==> src/rtl/boid_display_pkg.sv <==
// Shared constants and the frame-scheduler state encoding for the boid display path.
package boid_display_pkg;
    localparam int VIDEO_WIDTH  = 640;
    localparam int VIDEO_HEIGHT = 480;
    localparam int PIXEL_COUNT  = VIDEO_WIDTH * VIDEO_HEIGHT;
    localparam int ADDR_W       = $clog2(PIXEL_COUNT) + 1;
    localparam int MAX_BOIDS    = 4;
    localparam int BOID_IDX_W   = $clog2(MAX_BOIDS);

    typedef enum logic [2:0] {
        ST_IDLE,
        ST_SWAP,
        ST_CLEAR,
        ST_PLOT,
        ST_DRAIN
    } sched_state_t;
endpackage

==> src/rtl/boid_frame_scheduler_sweep_counter.sv <==
// Loadable up-counter that parks at LAST; last flags the terminal count.
module sweep_counter #(
    parameter int W    = 8,
    parameter int LAST = 255
) (
    input  logic         clock,
    input  logic         reset,
    input  logic         load,
    input  logic         en,
    output logic [W-1:0] count,
    output logic         last
);
    logic [W-1:0] count_q;
    logic [W-1:0] count_d;

    assign last  = (count_q == W'(LAST));
    assign count = count_q;

    always_comb begin
        count_d = count_q;
        if (load) begin
            count_d = '0;
        end else if (en && !last) begin
            count_d = count_q + W'(1);
        end
    end

    always_ff @(posedge clock) begin
        if (reset) begin
            count_q <= '0;
        end else begin
            count_q <= count_d;
        end
    end
endmodule

==> src/rtl/boid_frame_scheduler.sv <==
// Per-frame sequencer: swap display buffers, clear the back buffer, then plot one pixel per boid.
module boid_frame_scheduler #(
    parameter int PIXEL_COUNT = boid_display_pkg::PIXEL_COUNT,
    parameter int MAX_BOIDS   = boid_display_pkg::MAX_BOIDS,
    parameter int BOID_IDX_W  = $clog2(MAX_BOIDS),
    parameter int ADDR_W      = $clog2(PIXEL_COUNT) + 1
) (
    input  logic                  clock,
    input  logic                  reset,
    input  logic                  frame_end,
    input  logic [MAX_BOIDS-1:0]  boid_mask,
    output logic [BOID_IDX_W-1:0] boid_sel,
    input  logic [ADDR_W-1:0]     boid_addr,
    output logic                  wr_en,
    output logic [ADDR_W-1:0]     wr_addr,
    output logic                  wr_data,
    output logic                  wr_buf,
    output logic                  disp_buf,
    output logic                  bpu_freeze,
    output logic                  busy,
    output logic                  overrun,
    output logic [15:0]           frame_count
);
    import boid_display_pkg::*;

    localparam logic [ADDR_W-1:0] PIX_LIMIT = ADDR_W'(PIXEL_COUNT);

    sched_state_t    state_q, state_d;
    logic            disp_buf_q, disp_buf_d;
    logic            wr_buf_q, wr_buf_d;
    logic            wr_en_q, wr_en_d;
    logic [ADDR_W-1:0] wr_addr_q, wr_addr_d;
    logic            wr_data_q, wr_data_d;
    logic            freeze_q, freeze_d;
    logic            busy_q, busy_d;
    logic            overrun_q, overrun_d;
    logic [15:0]     frame_count_q, frame_count_d;

    logic                  clr_load, clr_en, clr_last;
    logic [ADDR_W-1:0]     clr_count;
    logic                  sel_load, sel_en, sel_last;
    logic [BOID_IDX_W-1:0] sel_count;
    logic                  plot_hit;

    sweep_counter #(.W(ADDR_W), .LAST(PIXEL_COUNT - 1)) u_clear_cnt (
        .clock (clock),
        .reset (reset),
        .load  (clr_load),
        .en    (clr_en),
        .count (clr_count),
        .last  (clr_last)
    );

    sweep_counter #(.W(BOID_IDX_W), .LAST(MAX_BOIDS - 1)) u_boid_cnt (
        .clock (clock),
        .reset (reset),
        .load  (sel_load),
        .en    (sel_en),
        .count (sel_count),
        .last  (sel_last)
    );

    // A boid is plotted only if enabled and its address lands inside the buffer.
    assign plot_hit = boid_mask[sel_count] && (boid_addr < PIX_LIMIT);

    always_comb begin
        state_d       = state_q;
        disp_buf_d    = disp_buf_q;
        wr_en_d       = 1'b0;
        wr_addr_d     = wr_addr_q;
        wr_data_d     = wr_data_q;
        freeze_d      = 1'b0;
        overrun_d     = overrun_q;
        frame_count_d = frame_count_q;
        clr_load      = 1'b0;
        clr_en        = 1'b0;
        sel_load      = 1'b0;
        sel_en        = 1'b0;

        if (frame_end && state_q != ST_IDLE) begin
            overrun_d = 1'b1;
        end

        case (state_q)
            ST_IDLE: begin
                if (frame_end) begin
                    state_d    = ST_SWAP;
                    disp_buf_d = ~disp_buf_q;
                end
            end
            ST_SWAP: begin
                clr_load  = 1'b1;
                state_d   = ST_CLEAR;
                wr_en_d   = 1'b1;
                wr_data_d = 1'b0;
                wr_addr_d = '0;
            end
            ST_CLEAR: begin
                clr_en = 1'b1;
                if (clr_last) begin
                    state_d  = ST_PLOT;
                    sel_load = 1'b1;
                    freeze_d = 1'b1;
                end else begin
                    wr_en_d   = 1'b1;
                    wr_data_d = 1'b0;
                    wr_addr_d = clr_count + ADDR_W'(1);
                end
            end
            ST_PLOT: begin
                sel_en   = 1'b1;
                state_d  = sel_last ? ST_DRAIN : ST_PLOT;
                freeze_d = !sel_last;
                if (plot_hit) begin
                    wr_en_d   = 1'b1;
                    wr_data_d = 1'b1;
                    wr_addr_d = boid_addr;
                end
            end
            ST_DRAIN: begin
                state_d       = ST_IDLE;
                frame_count_d = frame_count_q + 16'd1;
            end
            default: state_d = ST_IDLE;
        endcase

        wr_buf_d = ~disp_buf_d;
        busy_d   = (state_d != ST_IDLE);
    end

    always_ff @(posedge clock) begin
        if (reset) begin
            state_q       <= ST_IDLE;
            disp_buf_q    <= 1'b0;
            wr_buf_q      <= 1'b1;
            wr_en_q       <= 1'b0;
            wr_addr_q     <= '0;
            wr_data_q     <= 1'b0;
            freeze_q      <= 1'b0;
            busy_q        <= 1'b0;
            overrun_q     <= 1'b0;
            frame_count_q <= '0;
        end else begin
            state_q       <= state_d;
            disp_buf_q    <= disp_buf_d;
            wr_buf_q      <= wr_buf_d;
            wr_en_q       <= wr_en_d;
            wr_addr_q     <= wr_addr_d;
            wr_data_q     <= wr_data_d;
            freeze_q      <= freeze_d;
            busy_q        <= busy_d;
            overrun_q     <= overrun_d;
            frame_count_q <= frame_count_d;
        end
    end

    assign boid_sel    = sel_count;
    assign wr_en       = wr_en_q;
    assign wr_addr     = wr_addr_q;
    assign wr_data     = wr_data_q;
    assign wr_buf      = wr_buf_q;
    assign disp_buf    = disp_buf_q;
    assign bpu_freeze  = freeze_q;
    assign busy        = busy_q;
    assign overrun     = overrun_q;
    assign frame_count = frame_count_q;
endmodule

==> config.mk <==
export PLATFORM = sky130hd
export DESIGN_NAME = boid_frame_scheduler
export DESIGN_NICKNAME = d
export VERILOG_FILES = /design/src/rtl/boid_display_pkg.sv /design/src/rtl/boid_frame_scheduler_sweep_counter.sv /design/src/rtl/boid_frame_scheduler.sv
export SDC_FILE = /design/constraint.sdc
export NUM_CORES = 1
export LEC_CHECK = 0
export CAP_MARGIN = 10
export CORE_UTILIZATION = 44
export CTS_CLUSTER_SIZE = 14
export DETAILED_ROUTE_END_ITERATION = 6
export PLACE_DENSITY = 0.73
export SYNTH_ARGS = -nofsm -noshare
export SYNTH_HDL_FRONTEND = slang
export SYNTH_SLANG_ARGS = --single-unit
==> constraint.sdc <==
create_clock -name clock -period 2.2 [get_ports clock]
set_input_delay 0.44 -clock clock [delete_from_list [all_inputs] [get_ports clock]]
set_output_delay 0.44 -clock clock [all_outputs]
set_load 0.01 [all_outputs]
### Word-level counts from Yosys, hierarchy flattened

Index checks and enable logic that the tools add are counted.

* shift operators: 0
* add/subtract/negate cells: 3
* mux-type cells: 23
* $lt $le $gt $ge: 2
* bitwise operators: 2
* div/mod/pow operators: 0
* equality and inequality tests: 8
* multipliers: 0
* reductions and logical operators: 13

Operator list (count)
* one-hot mux 20 bit (3 select lines): 1
* two-way mux 20 bit: 2
* adder 20 x 1 -> 20 bit (second input constant): 1
* == test 20 x 19 -> 1 bit (second input constant): 1
* < comparator 20 x 19 -> 1 bit (second input constant): 1
* adder 16 x 1 -> 16 bit (second input constant): 1
* two-way mux 1 bit: 12
* one-hot mux 3 bit (4 select lines): 1
* two-way mux 3 bit: 3
* nonzero test 3 bit: 3
* == test 3 x 2 -> 1 bit (second input constant): 2
* one-hot mux 1 bit (3 select lines): 2
* logical AND 1 bit: 4
* != test 2 bit (second input constant): 2
* OR reduction 2 bit: 2
* == test 3 x 1 -> 1 bit (second input constant): 1
* == test 3 bit (second input constant): 1
* zero test 3 bit: 1
* < comparator 2 x 3 -> 1 bit (second input constant): 1
* AND reduction 3 bit: 1
* adder 2 x 1 -> 2 bit (second input constant): 1
* binary-select mux 1 bit (select 2 bit): 1
* == test 2 bit (second input constant): 1
* zero test 1 bit: 2
* 2 further kinds: 3

* memory bits (read-only): 0
* bits in writable memories: 0
* logic and storage cells: 63
* output and inout bits: 45
* memories kept: 0
* register bits: 68
* bits in latches: 0

### Logic depth before layout (Yosys ltp)

Gate-level depths: netlist of run 1.

* word-level depth: 5
* gate-level depth with buffers: 8
* gate-level depth less buffers: 6

### Hierarchy

A second synthesis of run 1 with hierarchy kept.

* cells, all modules: 425
* area, all modules: 3659.8 um^2

Modules (own cells, without submodules)
* boid_frame_scheduler: seq. area each 920.9 um^2, times used 1, area an instance 2484.9 um^2, cells each 289
* sweep_counter (u_clear_cnt): seq. area each 400.4 um^2, times used 1, area an instance 1069.8 um^2, cells each 128
* sweep_counter (u_boid_cnt): seq. area each 40.0 um^2, times used 1, area an instance 105.1 um^2, cells each 8

### Worst setup path before layout of run 1

OpenSTA, ideal clock, no wires.

* path type: reg-to-reg
* start point: reg u_clear_cnt.count_q[0] (netlist: u_clear_cnt.count[0])
* end point: reg wr_addr_q[10] (netlist: wr_addr[10])
* cell stages (with the launch flop): 9
* arrival: 2.298 ns
* data required time: 2.084 ns
* buffers on the path: 2
* setup time: 0.116 ns
* path slack: -0.215 ns
* period minus slack after synthesis: 2.415 ns
* path through: dfxtp_1 -> ha_1 -> nand3_1 -> or3_1 -> clkbuf_1 -> or4_4 -> buf_6 -> a21o_1 -> o211a_1

* cells in the longest elaborated chain, start to end: 3

RTL lines
* from (decl): line boid_frame_scheduler_sweep_counter.sv:13 `logic [W-1:0] count_q;`
* from (signal assigned): line boid_frame_scheduler_sweep_counter.sv:32 `count_q <= count_d;`
* adder 20 x 1 -> 20 bit / == test 20 x 19 -> 1 bit (equally long branches): line boid_frame_scheduler.sv:107, boid_frame_scheduler_sweep_counter.sv:16
* two-way mux 20 bit / != test 2 bit (equally long branches)
* one-hot mux 20 bit (3 select lines) / AND reduction 3 bit (equally long branches)
* to (signal assigned): line boid_frame_scheduler.sv:148 `wr_addr_q <= wr_addr_d;`
* to (decl): line boid_frame_scheduler.sv:32 `logic [ADDR_W-1:0] wr_addr_q, wr_addr_d;`

Parallel ways exist; a longest one is shown, timed or not. The select of a mux whose other input is x is not followed.
A chain may end at the register's enable or synchronous reset.

### Worst setup path after layout of run 1

* start point: reg u_clear_cnt.count_q[12] (netlist: u_clear_cnt.count[12])
* end point: reg wr_addr_q[12] (netlist: wr_addr[12])

The elaborated chain is that of the path after synthesis.

==> reports/results.txt, run 1 <==
Die ar. - 0.008137 sq mm
Final Hold Fails - 0
largest net degree at the start of global routing - 24
FF-to-FF path depth - 5
Max Freq - 448.7 MHz
Hold Path Sink - wr_addr[19]$_SDFFE_PP0P_
crit path cell chain - or4_1, or3_4, or4_4, a21o_1, o211a_1
setup ws final - -28.86 ps
Worst Path Required - 2430 ps
critical path arrival - 2460 ps
Tot Pwr - 2.806 mW
synthesis-stage register bit count - 68
Pleak - 1.801 nW
setup bufs post-CTS - 0
Worst-Margin Slew - 539.0 ps
Clock Latency Late Sink - 340 ps
DP HPWL - 7056 um
area post-placement - 0.004509 sq mm
Setup TNS - -79.26 ps
post-synth top area cell - dfxtp_1
ANT cells - 0
Vias - 3399
commonest non-fill, non-tap cells in the layout - 71 x clkdlybuf4s50_1, 67 x dfxtp_1, 56 x nor2_1
number of synthesized flops with an enable pin - 0
failing checks - setup timing
Antenna Violating Nets Remaining - 0
post-route minimum period - 2229 ps
Placement Setup Slack - -124.9 ps
hold buffers post-CTS - 0
CP Launch Type - flop
initial antenna violation count - 0
min-delay src - wr_addr[19]$_SDFFE_PP0P_
global-route wire length before repair - 16150 um
Inserted Clock Buffers - 9
Mapped Cells - 403
CTS H-tree lvls - 3
Vias/cell - 5.581
Die Wd - 90.21 um
commonest non-fill, non-tap cell in the layout - clkdlybuf4s50_1
final WL - 9855 um
Starting Density - 0.4645
final std cells w/o fill - 609
share of layout cells above drive strength 1 - 0.1588
worst hold-check path type - flop to flop
Max VDD drop - 0.6203 mV
Root Buffer - clkbuf_8
gr usage total - 0.2492
Pre-antenna DRT Iters - 5
fin. max-slew vios - 0
row count - 31
outcome - finished, violations left
worst-path fanout max - 6
TritonCTS Sinks - 68
slew margin rel. - 0.6374
Layout Nets - 535
r2r startpoint - u_clear_cnt.count[12]$_SDFFE_PP0P_
crit path kind - flop to flop
clk_skew - 8.373 ps
CP max-delay cell - or4_4
Util after Layout - 0.6445
CP Capture Type - flop
I/O Pins - 72
Synth Warn # - 0
final worst path period share - 1.013
core area - 0.007370 sq mm
grt ovf - 0
number of max-cap violations - 0
top cells by area, synth - dfxtp_1 40%, xor2_1 6.9%, nor2_1 6.1%
Pwr Density - 590.8 mW/mm^2
RR Endpoint - wr_addr[12]$_SDFFE_PP0P_
CTS tree - done
Placer Congestion - 0.8918
RSZ-0062 raised after global routing - true
share of synthesized registers carrying an async set or reset - 0
top-area cell type share of the netlist area - 0.3977
Post-Syn Area - 0.003423 sq mm
Port Buffers - 71
Cell variety after synth - 44
# DRC - 0
dpl cells - 591
Area Overhead vs Synth - 38.74%
final setup fails - 4
Avg Cell Area, Syn - 8.494 sq um
Largest stage delay, worst path - 610 ps
Worst-path clk slew - 80 ps
WL/cell - 16.18 um
Hold Path Stages - 2
DIE HEIGHT - 90.21 um
clock buffer depth - 2
vias in the first global route - 3371
Mapped Nets - 433
hold_ws - 488.7 ps
Initial DRC Count - 185
Seq/Total Area, Yosys - 0.3977
most used flip-flop cell after synthesis - dfxtp_1
worst reg-to-reg setup slack - -30 ps
Final Instance Area - 0.004750 sq mm
-- worst max path at each step --
stage	startpoint	slack, ps	end
floorplan	u_clear_cnt.count[12]$_SDFFE_PP0P_	-90	wr_addr[10]$_SDFFE_PP0P_
finish	u_clear_cnt.count[12]$_SDFFE_PP0P_	-30	wr_addr[12]$_SDFFE_PP0P_
global placement	boid_mask[3]	-80	wr_addr[15]$_SDFFE_PP0P_
CTS	u_clear_cnt.count[12]$_SDFFE_PP0P_	-60	wr_addr[12]$_SDFFE_PP0P_
detailed placement	boid_mask[3]	-120	wr_addr[12]$_SDFFE_PP0P_
global route	u_clear_cnt.count[14]$_SDFFE_PP0P_	-50	wr_addr[12]$_SDFFE_PP0P_
-- what timing repair did --
action,CTS,global route
resized for setup,1,7
setup endpoints to repair,8,19
cloned,0,2
pin swaps,4,6
-- per-layer routing --
metal  share of wire  global-route usage
met4           0.013             0.08602
met3           0.054             0.05415
met5               0                   0
met2            0.50              0.4326
met1            0.43              0.3032
-- cell usage after synthesis (all sizes together), types with 4 or more instances --
cell type,number
or3,5
nor2,56
a211oi,12
clkbuf,24
nor3,16
or4,4
and3,12
buf,5
a21oi,18
a21o,7
xor2,27
nor4,7
xnor2,22
dfxtp,68
o211ai,11
nand4,10
nand3,19
a22oi,6
o21ai,12
nand2,25
o211a,6
mux2i,6
-- worst max-delay path, delay by kind of cell, from the launching register on --
kind / cells / cell delay [ps]
compound gates: 2 / 310
simple gates: 3 / 1500
flops: 1 / 310
-- power breakdown --
| part | switching, mW | total, mW | internal, mW |
|---|---|---|---|
| Clock | 0.505 | 1.03 | 0.524 |
| Combinational | 0.211 | 0.458 | 0.247 |
| Sequential | 0.0324 | 1.32 | 1.29 |
-- flip-flops by register name, indices dropped and copies added (netlist names), 2 cells and up --
register / flops
u_clear_cnt.count: 20
wr_addr: 20
frame_count: 16
state_q: 3
u_boid_cnt.count: 2
-- cell families (layout without fill, tap and decap cells) --
kind of cell	Yosys count	after routing	share of synthesized area
buffers and inverters	33	138	0.04166
DFF	68	68	0.3977
and+or+nand+nor	165	167	0.2442
muxes	7	7	0.02412
adders and majority gates	3	3	0.01097
xor gates and xnor gates	49	49	0.1254
AOI/OAI and AO/OA	78	78	0.1561
-- final cells by class --
type,instances,area [sq um]
repair buffers,118,1080
well taps,99,123.9
clock inverters,6,63.81
inverters,4,15.01
flip-flops and latches,68,1363
fillers,627,2620
clock buffers,10,127.6
multi-input cells,304,1977
Power figures use the tool's default switching activity.
==> run 2, diff against run 1 <==
RECOVER_POWER = 50   (was default)
SLEW_MARGIN = 20   (was default)
==> reports/results.txt, run 2 (same netlist as run 1, synthesis figures left out) <==
final worst path period share - 1.011 (was 1.013)
post-route minimum period - 2225 ps (was 2229 ps)
Port Buffers - 71 (unchanged)
CP Launch Type - flop (unchanged)
commonest non-fill, non-tap cells in the layout - 67 x dfxtp_1, 56 x nor2_1, 39 x dlygate4sd3_1, 39 x buf_4, 32 x clkdlybuf4s50_1 (was 71 x clkdlybuf4s50_1, 67 x dfxtp_1, 56 x nor2_1)
Initial DRC Count - 173 (was 185)
Worst Path Required - 2430 ps (about the same)
number of max-cap violations - 0 (unchanged)
final std cells w/o fill - 609 (unchanged)
failing checks - setup timing (unchanged)
slew margin rel. - 0.6111 (was 0.6374)
Die Wd - 90.21 um (unchanged)
CTS H-tree lvls - 3 (unchanged)
hold buffers post-CTS - 0 (unchanged)
Layout Nets - 535 (unchanged)
final WL - 9862 um (was 9855 um)
FF-to-FF path depth - 5 (unchanged)
share of layout cells above drive strength 1 - 0.1529 (was 0.1588)
min-delay src - wr_addr[19]$_SDFFE_PP0P_ (unchanged)
Die ar. - 0.008137 sq mm (unchanged)
grt ovf - 0 (unchanged)
crit path cell chain - or4_1, or3_4, or4_4, a21o_1, o211a_1 (unchanged)
largest net degree at the start of global routing - 24 (unchanged)
outcome - finished, violations left (unchanged)
global-route wire length before repair - 16150 um (unchanged)
Vias - 3378 (was 3399)
CP max-delay cell - or4_4 (unchanged)
Hold Path Sink - wr_addr[19]$_SDFFE_PP0P_ (unchanged)
Pre-antenna DRT Iters - 5 (unchanged)
DP HPWL - 7056 um (unchanged)
Final Hold Fails - 0 (unchanged)
Placer Congestion - 0.8918 (unchanged)
r2r startpoint - u_clear_cnt.count[12]$_SDFFE_PP0P_ (unchanged)
critical path arrival - 2450 ps (was 2460 ps)
Starting Density - 0.4645 (unchanged)
ANT cells - 0 (unchanged)
worst hold-check path type - flop to flop (unchanged)
Final Instance Area - 0.004730 sq mm (was 0.004750 sq mm)
fin. max-slew vios - 0 (unchanged)
# DRC - 0 (unchanged)
Inserted Clock Buffers - 9 (unchanged)
CP Capture Type - flop (unchanged)
Worst-path clk slew - 80 ps (about the same)
dpl cells - 591 (unchanged)
row count - 31 (unchanged)
Largest stage delay, worst path - 600 ps (was 610 ps)
Max Freq - 449.5 MHz (was 448.7 MHz)
Hold Path Stages - 2 (unchanged)
Worst-Margin Slew - 583.4 ps (was 539.0 ps)
Pleak - 1.903 nW (was 1.801 nW)
area post-placement - 0.004509 sq mm (unchanged)
RR Endpoint - wr_addr[12]$_SDFFE_PP0P_ (unchanged)
Max VDD drop - 0.6236 mV (was 0.6203 mV)
Area Overhead vs Synth - 38.16% (was 38.74%)
TritonCTS Sinks - 68 (unchanged)
vias in the first global route - 3371 (unchanged)
DIE HEIGHT - 90.21 um (unchanged)
setup ws final - -24.79 ps (was -28.86 ps)
core area - 0.007370 sq mm (unchanged)
CTS tree - done (unchanged)
crit path kind - flop to flop (unchanged)
initial antenna violation count - 0 (unchanged)
gr usage total - 0.2492 (unchanged)
final setup fails - 4 (unchanged)
I/O Pins - 72 (unchanged)
Util after Layout - 0.6418 (was 0.6445)
WL/cell - 16.19 um (was 16.18 um)
Placement Setup Slack - -124.9 ps (unchanged)
Vias/cell - 5.547 (was 5.581)
Crit path max-delay family - simple AND/OR/NAND/NOR gates (unchanged)
Worst Path Buf+Inv - 0 (unchanged)
commonest non-fill, non-tap cell in the layout - dfxtp_1 (was clkdlybuf4s50_1)
RSZ-0062 raised after global routing - true (unchanged)
Antenna Violating Nets Remaining - 0 (unchanged)
setup bufs post-CTS - 0 (unchanged)
Pwr Density - 588.8 mW/mm^2 (was 590.8 mW/mm^2)
clk_skew - 8.371 ps (was 8.373 ps)
Clock Latency Late Sink - 340 ps (about the same)
clock buffer depth - 2 (unchanged)
worst-path fanout max - 6 (unchanged)
worst reg-to-reg setup slack - -20 ps (was -30 ps)
Root Buffer - clkbuf_8 (unchanged)
[run 2: stage by stage]
| step | total power, mW | hold slack (ps) | TNS (ps) |
|---|---|---|---|
| after global placement | 1.784 | 465.6 | -762.3 |
| after floorplan | 1.543 | 492.6 | -1140 |
| final | 2.785 | 485.6 | -63.39 |
| after CTS | 2.808 | 489.3 | -309.2 |
| after detailed placement | 1.795 | 474.6 | -1458 |
| after global routing | 2.889 | 504.2 | -235.9 |
[run 2: report_power, final]
group	internal (mW)	switching (mW)	total, mW
registers	1.29	0.0302	1.32
clock network	0.524	0.508	1.03
logic	0.225	0.211	0.436
total	2.04	0.749	2.78
[run 2: how the worst max path moves through the flow]
stage	startpoint	endpoint	slack, ps	cells past startpoint
after global routing	u_clear_cnt.count[14]$_SDFFE_PP0P_	wr_addr[12]$_SDFFE_PP0P_	-50	5
final	u_clear_cnt.count[12]$_SDFFE_PP0P_	wr_addr[12]$_SDFFE_PP0P_	-20	5
after CTS	u_clear_cnt.count[12]$_SDFFE_PP0P_	wr_addr[12]$_SDFFE_PP0P_	-60	5
after detailed placement	boid_mask[3]	wr_addr[12]$_SDFFE_PP0P_	-120	7
after floorplan	u_clear_cnt.count[12]$_SDFFE_PP0P_	wr_addr[10]$_SDFFE_PP0P_	-90	7
after global placement	boid_mask[3]	wr_addr[15]$_SDFFE_PP0P_	-80	7
[run 2: cell type report]
class | count | area (sq um)
Clock inverter | 6 | 63.81
Clock buffer | 10 | 127.6
Tap cell | 99 | 123.9
Multi-Input combinational cell | 304 | 1974
Fill cell | 634 | 2640
Inverter | 4 | 15.01
Timing Repair Buffer | 118 | 1062
Sequential cell | 68 | 1363
[run 2: timing repair]
| item | in CTS | in global routing |
|---|---|---|
| gates cloned | 0 | 2 |
| pin swaps | 4 | 6 |
| setup endpoints to repair | 8 | 19 |
| resized for setup | 1 | 7 |
[run 2: worst min-delay path: cells and delay by family (launching register included)]
| family | cells | cell delay (ps) |
|---|---|---|
| simple gates | 1 | 60 |
| compound gates | 1 | 70 |
| flops | 1 | 320 |
[run 2: metal layers]
metal  GRT usage  share of wire  vias to the layer above
met5           0              0                        -
met3     0.05415          0.062                       20
met4     0.08602          0.018                        0
met2      0.4326           0.49                      134
li1            -              -                     1649
met1      0.3032           0.43                     1575
